$ cat src/rtl/hazard_stall_unit.sv
// Pipeline hazard control: load-use stalls, multi-cycle data-memory freezes and
// taken-branch flushes, with saturating per-class event counters.
module hazard_stall_unit #(
    parameter int REG_AW    = 5,
    parameter int MEM_LAT   = 0,
    parameter int ZERO_SKIP = 1,
    parameter int PERF_W    = 16
) (
    input  logic              i_clk,
    input  logic              i_rst,
    input  logic [REG_AW-1:0] i_id_rs_addr,
    input  logic [REG_AW-1:0] i_id_rt_addr,
    input  logic              i_id_uses_rs,
    input  logic              i_id_uses_rt,
    input  logic              i_ex_mem_read,
    input  logic [REG_AW-1:0] i_ex_rt_addr,
    input  logic              i_mem_access,
    input  logic              i_ex_branch_taken,
    input  logic              i_perf_clr,
    output logic              o_pc_write,
    output logic              o_if_id_write,
    output logic              o_id_ex_bubble,
    output logic              o_if_id_flush,
    output logic              o_pipe_freeze,
    output logic [PERF_W-1:0] o_stall_count,
    output logic [PERF_W-1:0] o_flush_count,
    output logic [PERF_W-1:0] o_freeze_count
);

    localparam int LAT_W = (MEM_LAT < 1) ? 1 : $clog2(MEM_LAT + 1);
    localparam logic [LAT_W-1:0]  LAT_MAX  = LAT_W'(MEM_LAT);
    localparam logic [PERF_W-1:0] PERF_MAX = {PERF_W{1'b1}};

    function automatic logic [PERF_W-1:0] sat_inc(input logic [PERF_W-1:0] cnt);
        sat_inc = (cnt == PERF_MAX) ? cnt : cnt + PERF_W'(1'b1);
    endfunction

    logic [LAT_W-1:0]  r_lat_cnt;
    logic [PERF_W-1:0] r_stall_cnt;
    logic [PERF_W-1:0] r_flush_cnt;
    logic [PERF_W-1:0] r_freeze_cnt;

    logic w_rs_hit;
    logic w_rt_hit;
    logic w_zero_ok;
    logic w_lu;
    logic w_freeze;
    logic w_freeze_evt;
    logic w_flush_evt;
    logic w_stall_evt;

    assign w_rs_hit  = i_id_uses_rs && (i_ex_rt_addr == i_id_rs_addr);
    assign w_rt_hit  = i_id_uses_rt && (i_ex_rt_addr == i_id_rt_addr);
    assign w_zero_ok = (ZERO_SKIP == 0) || (i_ex_rt_addr != {REG_AW{1'b0}});
    assign w_lu      = i_ex_mem_read && (w_rs_hit || w_rt_hit) && w_zero_ok;
    assign w_freeze  = i_mem_access && (r_lat_cnt != LAT_MAX);

    // Granted events after priority resolution (rst > freeze > branch > load-use)
    assign w_freeze_evt = !i_rst && w_freeze;
    assign w_flush_evt  = !i_rst && !w_freeze && i_ex_branch_taken;
    assign w_stall_evt  = !i_rst && !w_freeze && !i_ex_branch_taken && w_lu;

    // Pipeline control outputs from the resolved hazard class
    always_comb begin
        o_pc_write     = 1'b1;
        o_if_id_write  = 1'b1;
        o_id_ex_bubble = 1'b0;
        o_if_id_flush  = 1'b0;
        o_pipe_freeze  = 1'b0;
        if (i_rst) begin
            o_pc_write     = 1'b0;
            o_if_id_write  = 1'b0;
            o_id_ex_bubble = 1'b1;
        end else if (w_freeze_evt) begin
            o_pc_write    = 1'b0;
            o_if_id_write = 1'b0;
            o_pipe_freeze = 1'b1;
        end else if (w_flush_evt) begin
            o_if_id_flush  = 1'b1;
            o_id_ex_bubble = 1'b1;
        end else if (w_stall_evt) begin
            o_pc_write     = 1'b0;
            o_if_id_write  = 1'b0;
            o_id_ex_bubble = 1'b1;
        end else begin
            o_pc_write    = 1'b1;
            o_if_id_write = 1'b1;
        end
    end

    // Memory latency counter: counts wait cycles, clears when the access completes
    always_ff @(posedge i_clk) begin
        if (i_rst) begin
            r_lat_cnt <= {LAT_W{1'b0}};
        end else if (w_freeze) begin
            r_lat_cnt <= r_lat_cnt + LAT_W'(1'b1);
        end else begin
            r_lat_cnt <= {LAT_W{1'b0}};
        end
    end

    // Saturating event counters; clear wins over increment
    always_ff @(posedge i_clk) begin
        if (i_rst || i_perf_clr) begin
            r_stall_cnt  <= {PERF_W{1'b0}};
            r_flush_cnt  <= {PERF_W{1'b0}};
            r_freeze_cnt <= {PERF_W{1'b0}};
        end else begin
            r_stall_cnt  <= w_stall_evt  ? sat_inc(r_stall_cnt)  : r_stall_cnt;
            r_flush_cnt  <= w_flush_evt  ? sat_inc(r_flush_cnt)  : r_flush_cnt;
            r_freeze_cnt <= w_freeze_evt ? sat_inc(r_freeze_cnt) : r_freeze_cnt;
        end
    end

    assign o_stall_count  = r_stall_cnt;
    assign o_flush_count  = r_flush_cnt;
    assign o_freeze_count = r_freeze_cnt;

endmodule

$ cat config.mk
export PLATFORM = sky130hd
export DESIGN_NAME = hazard_stall_unit
export DESIGN_NICKNAME = d
export VERILOG_FILES = /design/src/rtl/hazard_stall_unit.sv
export SDC_FILE = /design/constraint.sdc
export NUM_CORES = 1
export LEC_CHECK = 0
export CAP_MARGIN = 20
export CORE_ASPECT_RATIO = 2
export CORE_MARGIN = 3
export CORE_UTILIZATION = 40
export DETAILED_ROUTE_END_ITERATION = 8
export HOLD_SLACK_MARGIN = 0.12
export PLACE_DENSITY_LB_ADDON = 0.1
export SYNTH_ARGS = -nofsm -noshare
export SYNTH_HDL_FRONTEND = slang
export SYNTH_SLANG_ARGS = --single-unit
$ cat constraint.sdc
create_clock -name i_clk -period 2.9 [get_ports i_clk]
set_input_delay 0.58 -clock i_clk [delete_from_list [all_inputs] [get_ports i_clk]]
set_output_delay 0.58 -clock i_clk [all_outputs]
set_load 0.1 [all_outputs]
Word level (Yosys, flattened, before mapping)
Cells that the tools add are included.

storage, ports and cells
  bits in registers = 49
  bits of input ports = 23
  output and inout bits = 53
  word-level logic and storage cells = 50

operators by class
  add/sub/neg operators = 4
  equality and inequality tests = 5
  multiplexer cells = 13
  bitwise gates (word level) = 4
  reduce and logical (&&, ||, !) cells = 20

operators by type and width
  operator                                       number
  adder 16 x 1 -> 16 bit, second input constant  3
  equality test 16 bit, second input constant    3
  2-to-1 mux 1 bit                               13
  equality test 5 bit                            2
  logical AND 1 bit                              10
  AND reduction 2 bit                            3
  nonzero test 5 bit                             1
  NOT 1 bit                                      4
  logical NOT 1 bit                              3
  logical OR 1 bit                               2
  OR reduction 2 bit                             1
  adder 1 bit, second input constant             1

Depth between registers and ports, before layout
Gate-level depths: netlist (run 1).

  word-level depth = 10
  gate-level depth with buffers = 7
  gate-level depth less buffers = 6

Least setup slack after synthesis (run 1)
Ideal clock, no wire load.

  path type = input to output
  from = in i_ex_rt_addr[1]
  to = out o_pc_write
  data arrival time = 3387 ps
  data required time = 2320 ps
  path slack = -1067 ps
  stages = 5
  path buffers = 1
  path through = or4_1 -> o2111a_2 -> nor2b_1 -> nor2b_1 -> buf_4

between the ends
  longest elaborated chain between the ends = 10
  elaborated cells between the ends (all ways) = 13
  those cells by class = eq/ne: 2; mux: 4; reduce/logical: 7

RTL lines
  element                                        line    RTL
  start: declaration                             16      input logic [REG_AW-1:0] i_ex_rt_addr,
  equality test 5 bit, on equally long branches  52, 53
  logical AND 1 bit, on equally long branches    52, 53
  logical OR 1 bit                               55      assign w_lu = i_ex_mem_read && (w_rs_hit || w_rt_hit) && w_zero_ok;
  logical AND 1 bit                              55
  logical AND 1 bit (*)                          55
  logical AND 1 bit (*)                          61      assign w_stall_evt = !i_rst && !w_freeze && !i_ex_branch_taken && w_lu;
  2-to-1 mux 1 bit (*) (4 in a row)              --
  end: declaration                               20      output logic o_pc_write,

Mark *: on every way between the ends. The rest lies on a longest branch, timed or not.

Worst setup path after layout (run 1)
  from = in i_ex_rt_addr[3]
  to = out o_id_ex_bubble

between the ends
  longest elaborated chain between the ends = 10
  elaborated cells between the ends (all ways) = 13
  those cells by class = eq/ne: 2; mux: 4; reduce/logical: 7

RTL lines
  element                                        line    RTL
  equality test 5 bit, on equally long branches  52, 53
  logical AND 1 bit, on equally long branches    52, 53
  logical OR 1 bit                               55
  logical AND 1 bit                              55
  logical AND 1 bit (*)                          55
  logical AND 1 bit (*)                          61
  2-to-1 mux 1 bit (*)                           81      end else if (w_stall_evt) begin
  2-to-1 mux 1 bit (*)                           78      end else if (w_flush_evt) begin
  2-to-1 mux 1 bit (*)                           74      end else if (w_freeze_evt) begin
  2-to-1 mux 1 bit (*)                           70      if (i_rst) begin
  end: declaration                               22      output logic o_id_ex_bubble,

Marks and branches as above.

==> flow_summary.toml, run 1 <==
[outcome]
status = "finished clean"

[global_route]
grt_pass1_vias = 2438
antenna_found_initial = 0
grt_pass1_wl_um = 11700
track_usage_pct = 19.0
grt.overflow.total = 0
grt_max_degree = 32

[detailed_routing]
drtIter0Drc = 132
final_antenna_net_count = 0
post_drt_wl_per_cell_um = 14.9
drt_wl_total_um = 7200
via_per_inst = 5.44
drc = 0
drt-pass1-iter-count = 4
routed-via-count = 2628

[logic_synthesis]
async_flop_share_pct = 0
synth_area_leader_cell = "dfxtp_1"
ys.flop_type = "dfxtp_1"
synth_top_area_share_pct = 37.4
ys_seq_area_share_pct = 37.4
syn_inst = 308
syn-num-nets = 334
ys_ff_latch = 49
ys_warn_count = 0
ys_types = 42
synth_area_per_cell_sq_um = 8.51
syn_area_sq_mm = 0.00262
netlist_top_cells_area = "dfxtp_1, xnor2_1, nor2_1, or4_1, nand3_1"
synth_edf_count = 0

[timing]
clock.fmax_mhz = 348
tightest_slew_ns = 0.778
maxSlewHeadroom_pct = 47.6
setup_viol = 0
hold_viol_final = 0
period_minus_slack_ns = 2.88
fin_worst_skew_ns = 0.00298
finalSetupTns_ns = 0
period_share_pct = 99.2
slew_viol_final = 0
rsz0062_at_grt = "no"

[clocking]
clk_pin_slew_ns = 0.06
cts_tree = "yes"
htreeDepth = 2
clock-sinks = 49
cts-root-buf = "clkbuf_16"
clockBufferDepth = 2
cts_buffers = 5
clk_latency_ns = 0.29

[cells_and_area]
seqCellArea_sq_um = 981
nNetsFinal = 422
nFillCells = 625
multi_input_area_sq_mm = 0.00159
fin_cells = 483
num_antenna_cells = 0
drive_above_1_share_pct = 23.4
final_core_utilization_pct = 58.4
areaGrowthSynthToFinish_pct = 40.5
design_area_sq_mm = 0.00368

[power]
vdd_drop_max_mv = 0.448
p_clk_share_pct = 42.2
power_leakage_uw = 0.00126
intPower_uw = 1110
p_seq_share_pct = 46.7
total_power_uw = 1450
combPwrFrac_pct = 11.2
p_sw_share_pct = 23.3
power_density_mw_per_mm2 = 394
power.net_switching_uw = 338

[placed_design]
portBuffers = 75
dp_cells = 472
post_dp_cell_area_sq_mm = 0.00346
dp_hpwl_um = 5350
gp_congestion = 0.869

[floorplanning]
die_area_sq_mm = 0.00762
floorplan.initialDensity_pct = 41.5
core_area_sq_mm = 0.00631
dieWidth_um = 63.2
fp-row-count = 41
die_h_um = 120
num_io_pins = 76

[critical_path]
cp.arrival_ns = 2.30
crit_fanout = 2
end_kind = "primary output"
crit_required_ns = 2.32
start_kind = "input port"
worstSetupPathType = "in -> out"

[flow_run]
drv_cap = 0

[worst_hold_path]
holdCritPathClass = "reg -> reg"
## cells in the final DEF, fill, tap and decap left out, types with 5 or more instances in the layout
| master | count |
|---|---|
| dfxtp_1 | 49 |
| xor2_1 | 11 |
| clkbuf_16 | 5 |
| nand3_1 | 22 |
| or4_1 | 15 |
| xnor2_1 | 23 |
| nor4_1 | 9 |
| nor3_1 | 8 |
| clkdlybuf4s50_1 | 17 |
| and4_1 | 5 |
| nand2_1 | 18 |
| nand4_1 | 16 |
| o31ai_1 | 14 |
| a21oi_1 | 18 |
| inv_1 | 5 |
| buf_12 | 5 |
| nor2_1 | 35 |
| buf_4 | 65 |
## area by class of cell
class / count / share of cell area (%)
clock buffer: 7 / 4.15
tap: 86 / 2.92
clock inverter: 1 / 0.136
sequential: 49 / 26.6
inverter: 5 / 0.510
timing repair buffer: 93 / 22.4
multi-input combinational: 242 / 43.3
## what timing repair did
| item | 4_1_cts | 5_1_grt |
|---|---|---|
| resized for setup | 12 | 2 |
| setup endpoints to repair | 3 | 1 |
| buffers inserted | 1 | 1 |
| hold buffers | 0 | 0 |
| pin swaps | 4 | 2 |
## critical path: stages
cell,delay [ns]
dlygate4sd2_1,0.25
or4_4,0.49
o2111a_2,0.27
nor2b_4,0.13
or3_4,0.40
buf_12,0.17
## power by group through the flow
stage	combinational (uW)	sequential [uW]	clock, uW
after floorplan	77.3	698	0
after global placement	157	691	0
after detailed placement	157	691	0
after CTS	160	676	635
after global routing	171	676	654
final	162	676	611
## per-stage QoR
step	hold WS, ns	setup WS, ns
final	0.506	0.0229
after global routing	0.531	0.000184
after detailed placement	0.497	-0.434
after floorplan	0.701	-0.0336
after global placement	0.484	-0.405
after CTS	0.505	0.0000331
## state kept, by name, indices dropped and copies added, names as in the netlist
signal	cells
o_flush_count	16
o_freeze_count	16
o_stall_count	16
r_lat_cnt	1
## final timing paths
check / slack, ns / cells past startpoint / start / end
min: 0.51 / 2 / o_stall_count[15] / o_stall_count[15]
max: 0.02 / 6 / i_ex_rt_addr[3] / o_id_ex_bubble
min reg2reg: 0.51 / 2 / o_stall_count[15] / o_stall_count[15]
max reg2reg: 0.97 / 6 / o_flush_count[0] / o_flush_count[0]
## cell usage after synthesis (7+ instances only)
cell,number
a21oi_1,18
clkbuf_1,7
dfxtp_1,49
nand2_1,18
nand3_1,22
nand4_1,16
nor2_1,35
nor3_1,8
nor4_1,9
o31ai_1,14
or4_1,16
xnor2_1,23
xor2_1,12
## routing by layer
metal / share of wire [%] / GRT usage [%]
met2: 55 / 34.5
met3: 3.9 / 3.53
met1: 40 / 21.6
met5: 0 / 0
met4: 1.6 / 7.17
## kinds of logic (layout without fill, tap and decap cells)
logic type,after synthesis,count (layout),synth area share [%]
AO/OA/AOI/OAI,50,50,13.5
XOR/XNOR,35,35,11.7
adder cells (fa/ha/maj),3,3,1.43
buffers and inverters,17,106,3.25
flip-flops,49,49,37.4
multiplexers,3,3,1.15
other,1,1,0.143
AND/OR/NAND/NOR,150,150,31.4
(Power assumes the default switching activity.)
==> run 2: changes to the inputs <==
--- a/config.mk
+++ b/config.mk
@@ -10,8 +10,9 @@
 export CORE_MARGIN = 3
 export CORE_UTILIZATION = 40
 export DETAILED_ROUTE_END_ITERATION = 8
+export GPL_TIMING_DRIVEN = 0
 export HOLD_SLACK_MARGIN = 0.12
-export PLACE_DENSITY_LB_ADDON = 0.1
+export PLACE_DENSITY = 0.69
 export SYNTH_ARGS = -nofsm -noshare
 export SYNTH_HDL_FRONTEND = slang
 export SYNTH_SLANG_ARGS = --single-unit
==> run 2 against run 1 <==
Against the previous run:
- worst setup slack got worse by 0.0054 ns
- register-to-register slack got worse by 0.20 ns
- final area increased by 1.1%
- wire length increased by 2.6%
- sequential power about the same
- non-clock buffer count unchanged
- highest routed layer unchanged
- die area unchanged
==> flow_summary.toml, run 2 (same netlist as run 1, synthesis figures left out) <==
[critical_path]
crit_fanout = 3
start_kind = "input port"
path_cells = "clkdlybuf4s15_1, or4_1, o2111a_2, nor2b_4, or3_4, buf_12"
worstSetupPathType = "in -> out"
end_kind = "primary output"
worst-path-buf-inv = 2
cp_top_family = "simple AND/OR/NAND/NOR gates"
critPathSlowestCell = "or4_1"
crit_required_ns = 2.32
r2r_setup_slack_ns = 0.77
cp.arrival_ns = 2.30
slowest_delay_ns = 0.54

[global_route]
antenna_found_initial = 0
grt_pass1_wl_um = 12200
grt_max_degree = 15
grt.overflow.total = 0
grt_pass1_vias = 2669
track_usage_pct = 20.0

[timing]
rsz0062_at_grt = "yes"
tightest_slew_ns = 0.987
clock.fmax_mhz = 347
setup_viol = 0
maxSlewHeadroom_pct = 34.0
fin_worst_skew_ns = 0.00646
period_minus_slack_ns = 2.88
fin_ws_ns = 0.0175
period_share_pct = 99.4
finalSetupTns_ns = 0
hold_viol_final = 0
slew_viol_final = 0

[detailed_routing]
drt-pass1-iter-count = 6
routed-via-count = 2690
post_drt_wl_per_cell_um = 15.3
final_antenna_net_count = 0
drc = 0
drt_wl_total_um = 7390
drtIter0Drc = 117
via_per_inst = 5.57

[floorplanning]
num_io_pins = 76
dieWidth_um = 63.2
fp-row-count = 41
die_h_um = 120
core_area_sq_mm = 0.00631
die_area_sq_mm = 0.00762
floorplan.initialDensity_pct = 41.5

[power]
power_density_mw_per_mm2 = 376
power.net_switching_uw = 342
combPwrFrac_pct = 10.9
vdd_drop_max_mv = 0.352
p_seq_share_pct = 48.3
power_leakage_uw = 0.00112
p_clk_share_pct = 40.8
intPower_uw = 1060
p_sw_share_pct = 24.5
total_power_uw = 1400

[cells_and_area]
design_area_sq_mm = 0.00372
num_antenna_cells = 0
areaGrowthSynthToFinish_pct = 42.1
nNetsFinal = 422
drive_above_1_share_pct = 8.56
layout_commonest_cell = "clkdlybuf4s50_1"
layout_common_cells = "clkdlybuf4s50_1, dfxtp_1, nor2_1"
nFillCells = 601

[placed_design]
dp_hpwl_um = 5550
gp_congestion = 0.909
pre_cts_ws_ns = -1.32
portBuffers = 75
post_dp_cell_area_sq_mm = 0.00349

[clocking]
cts_buffers = 5
cts_hold_buf = 0
clock-sinks = 49
clockBufferDepth = 2
cts-root-buf = "clkbuf_16"
htreeDepth = 2
clk_pin_slew_ns = 0.06
cts_tree = "yes"
clk_latency_ns = 0.29

[flow_run]
drv_cap = 0

[worst_hold_path]
holdCritPathClass = "reg -> reg"

[outcome]
status = "finished clean"
run 2: changes by cell type in the layout (fill, tap and decap cells not counted), moves of 2 or more:
| cell | delta |
|---|---|
| buf_4 | -58 |
| clkdlybuf4s50_1 | +47 |
| clkbuf_1 | +9 |
| buf_12 | -3 |
| buf_2 | +3 |
| buf_6 | +3 |
| clkbuf_8 | -2 |
| clkdlybuf4s15_1 | +2 |
run 2: area by class of cell:
class,count,area [sq um],share of cell area [%]
multi-input combinational,242,1590,42.7
sequential,49,981,26.4
timing repair buffer,81,807,21.7
clock buffer,7,133,3.56
tap,86,108,2.89
buffer,12,80.1,2.15
inverter,5,18.8,0.504
clock inverter,1,7.51,0.202
run 2: repair_timing:
item	CTS	global route
gates resized for setup	38	12
setup buffers	2	4
endpoints found under the setup margin	5	5
pin swaps	2	4
run 2: power by group through the flow:
stage          registers, uW  logic, uW  clock network (uW)
3_5_place_dp             691        143                   0
2_1_floorplan            698       77.3                   0
5_1_grt                  676        162                 618
3_3_place_gp             691        142                   0
4_1_cts                  676        149                 590
6_report                 676        153                 571
run 2: through the flow:
| step | util, % | instances | hold WS (ns) |
|---|---|---|---|
| 2_1_floorplan | - | 308 | 0.701 |
| 3_3_place_gp | 55.4 | 469 | 0.479 |
| 3_5_place_dp | 55.4 | 469 | 0.485 |
| 4_1_cts | 58.4 | 479 | 0.494 |
| 5_1_grt | 59.0 | 483 | 0.535 |
| 6_report | 59.0 | 483 | 0.494 |
run 2: path summary, 6_finish.rpt:
| path | from | to | cells after the start |
|---|---|---|---|
| worst min-delay path | o_flush_count[1] | o_flush_count[1] | 2 |
| worst max-delay path | i_ex_rt_addr[1] | o_id_ex_bubble | 6 |
| worst min register to register | o_flush_count[1] | o_flush_count[1] | 2 |
| worst max register to register | r_lat_cnt | o_stall_count[13] | 8 |
run 2: metal layers:
| layer | vias up | global-route usage (%) | part of all wire (%) |
|---|---|---|---|
| met5 | - | 0 | 0 |
| met4 | 0 | 10.8 | 3.4 |
| met3 | 17 | 3.81 | 3.8 |
| met2 | 66 | 38.6 | 56 |
| met1 | 1281 | 19.4 | 37 |
| li1 | 1326 | - | - |
run 2: tightest hold or removal path, cell delays in order, from the launching register on:
cell and delay [ns]:
dfxtp_1 0.34, nand2_1 0.06, o21ai_1 0.05
==> run 3: changes to the inputs <==
--- a/config.mk
+++ b/config.mk
@@ -5,6 +5,7 @@
 export SDC_FILE = /design/constraint.sdc
 export NUM_CORES = 1
 export LEC_CHECK = 0
+export ABC_AREA = 1
 export CAP_MARGIN = 20
 export CORE_ASPECT_RATIO = 2
 export CORE_MARGIN = 3
@@ -12,7 +13,7 @@
 export DETAILED_ROUTE_END_ITERATION = 8
 export GPL_TIMING_DRIVEN = 0
 export HOLD_SLACK_MARGIN = 0.12
-export PLACE_DENSITY = 0.69
+export PLACE_DENSITY = 0.67
 export SYNTH_ARGS = -nofsm -noshare
 export SYNTH_HDL_FRONTEND = slang
 export SYNTH_SLANG_ARGS = --single-unit
==> run 3 against run 2 <==
Against the previous run:
- clock power up 5.3%
- synthesized cell count is 65% higher
- worst setup slack better by 0.089 ns
- total power up 3.2%
- critical path type unchanged
- largest power group unchanged
- highest routed layer unchanged
==> flow_summary.toml, run 3 <==
[outcome]
status = "finished clean"

[cells_and_area]
drive_above_1_share_pct = 9.12
final_core_utilization_pct = 54.9
layout_commonest_cell = "nand2_1"
layout_common_cells = "nand2_1, nor2_1, clkdlybuf4s50_1"
areaGrowthSynthToFinish_pct = 33.1
num_antenna_cells = 0
design_area_sq_mm = 0.00421
nFillCells = 811
nNetsFinal = 617

[timing]
fin_worst_skew_ns = 0.00610
finalHoldWorstSlack_ns = 0.508
clock.fmax_mhz = 358
period_share_pct = 96.3
period_minus_slack_ns = 2.79
setup_viol = 0
hold_viol_final = 0
slew_viol_final = 0
maxSlewHeadroom_pct = 33.0
tightest_slew_ns = 1.00

[detailed_routing]
final_antenna_net_count = 0
via_per_inst = 4.95
drt-pass1-iter-count = 4
drc = 0
drtIter0Drc = 164
routed-via-count = 3398
drt_wl_total_um = 8300
post_drt_wl_per_cell_um = 12.1

[critical_path]
start_kind = "input port"
end_kind = "primary output"
worstSetupPathType = "in -> out"
crit_fanout = 10
cp.depth = 8
cp_top_family = "buffers and inverters"
reg2reg_depth = 9
crit_required_ns = 2.32
worst-path-buf-inv = 4
path_cells = "clkdlybuf4s50_1, a21oi_2, nand3_2, nor2_4, buf_4, a21boi_4, buf_4, buf_6"
slowest_delay_ns = 0.52
critPathSlowestCell = "clkdlybuf4s50_1"
cp_common_cell = "buf_4"
cp.arrival_ns = 2.21

[logic_synthesis]
synth_top_area_share_pct = 31.0
syn_inst = 508
syn-num-nets = 534
ys_top_cells_by_count = "nand2_1, nor2_1, inv_1"
ys_warn_count = 0
netlist_top_cells_area = "dfxtp_1, nand2_1, nor2_1, inv_1, nand4_1"
syn_area_sq_mm = 0.00316
synth_edf_count = 0
async_flop_share_pct = 0
synth_area_per_cell_sq_um = 6.22
ys_seq_area_share_pct = 31.0
ys_types = 36
ys_ff_latch = 49
synth.most_common_cell = "nand2_1"
ys.flop_type = "dfxtp_1"
synth_area_leader_cell = "dfxtp_1"

[floorplanning]
floorplan.initialDensity_pct = 41.3
num_io_pins = 76
fp-row-count = 45
core_area_sq_mm = 0.00766
die_area_sq_mm = 0.00907
die_h_um = 132
dieWidth_um = 68.9

[clocking]
cts_buffers = 5
cts_tree = "yes"
htreeDepth = 2
clk_latency_ns = 0.30
clock-sinks = 49
clk_pin_slew_ns = 0.07
cts-root-buf = "clkbuf_16"
clockBufferDepth = 2

[placed_design]
portBuffers = 75
dp_hpwl_um = 6550
gp_congestion = 0.910
post_dp_cell_area_sq_mm = 0.00404

[power]
power_density_mw_per_mm2 = 344
total_power_uw = 1450
vdd_drop_max_mv = 0.270
combPwrFrac_pct = 11.6
p_sw_share_pct = 26.9
power_leakage_uw = 0.00164
intPower_uw = 1060
power.net_switching_uw = 388
p_clk_share_pct = 41.6
p_seq_share_pct = 46.8

[global_route]
grt_pass1_wl_um = 14200
grt_pass1_vias = 3271
grt.overflow.total = 0
grt_max_degree = 17
track_usage_pct = 19.8
antenna_found_initial = 0

[worst_hold_path]
holdPathStages = 2
holdCritPathClass = "reg -> reg"

[flow_run]
drv_cap = 0
==> run 3: cell families (layout without fill, tap and decap cells) <==
kind of cell | count (synthesis) | in the layout | synth area share, %
AND/OR/NAND/NOR | 315 | 315 | 44.3
flip-flops | 49 | 49 | 31.0
other | 1 | 1 | 0.119
AO/OA/AOI/OAI | 44 | 44 | 8.12
XOR/XNOR | 15 | 15 | 4.16
buffers and inverters | 81 | 165 | 11.0
adder cells (fa/ha/maj) | 3 | 3 | 1.19
==> run 3: path summary, 6_finish.rpt <==
| kind | to | slack [ns] | from |
|---|---|---|---|
| setup / recovery | o_pc_write | 0.11 | i_rst |
| hold / removal | o_freeze_count[10] | 0.51 | o_freeze_count[10] |
| setup reg to reg | o_flush_count[6] | 1.07 | o_flush_count[1] |
| hold reg to reg | o_freeze_count[10] | 0.51 | o_freeze_count[10] |
==> run 3: cell type report <==
type / count / area [sq um] / area share (%)
multi-input cells: 378 / 1860 / 44.1
inverters: 67 / 251 / 5.98
repair buffers: 76 / 753 / 17.9
well taps: 94 / 118 / 2.80
plain buffers: 14 / 100 / 2.38
flip-flops and latches: 49 / 981 / 23.3
clock inverters: 3 / 21.3 / 0.506
clock buffers: 5 / 125 / 2.97
==> run 3: layer usage <==
layer / GRT usage (%) / up-vias / share of wire [%] / wire length (um)
met2: 35.9 / 87 / 54 / 4520
met3: 3.51 / 15 / 4.0 / 331
met1: 21.5 / 1522 / 39 / 3250
met5: 0 / - / 0 / 0
li1: - / 1774 / - / -
met4: 7.27 / 0 / 2.5 / 207
==> run 3: timing repair <==
item / CTS / global route
endpoints found under the setup margin: 5 / 4
setup buffers: 0 / 1
hold buffers: 0 / 0
hold endpoints to repair: 0 / 0
resized for setup: 25 / 5
==> run 3: worst register-to-register path, delay by kind of cell (launching register included) <==
kind,cells,cell delay (ns)
buf+inv,2,0.24
compound gates,2,0.37
fa+ha+maj,1,0.23
flops,1,0.41
simple gates,4,0.48
==> run 3: stage by stage <==
| stage | worst slack [ns] | std cells | TNS, ns |
|---|---|---|---|
| 2_1_floorplan | 0.0700 | 508 | 0 |
| 3_3_place_gp | -0.787 | 677 | -3.00 |
| 3_5_place_dp | -0.797 | 677 | -3.01 |
| 4_1_cts | 0.00233 | 685 | 0 |
| 5_1_grt | -0.00285 | 686 | -0.00285 |
| 6_report | 0.107 | 686 | 0 |
==> run 3: power groups by stage <==
stage | registers, uW | clock network, uW | logic, uW
global route | 676 | 636 | 181
floorplan | 700 | 0 | 95.3
global placement | 692 | 0 | 165
detailed placement | 692 | 0 | 166
finish | 676 | 601 | 168
CTS | 676 | 615 | 167
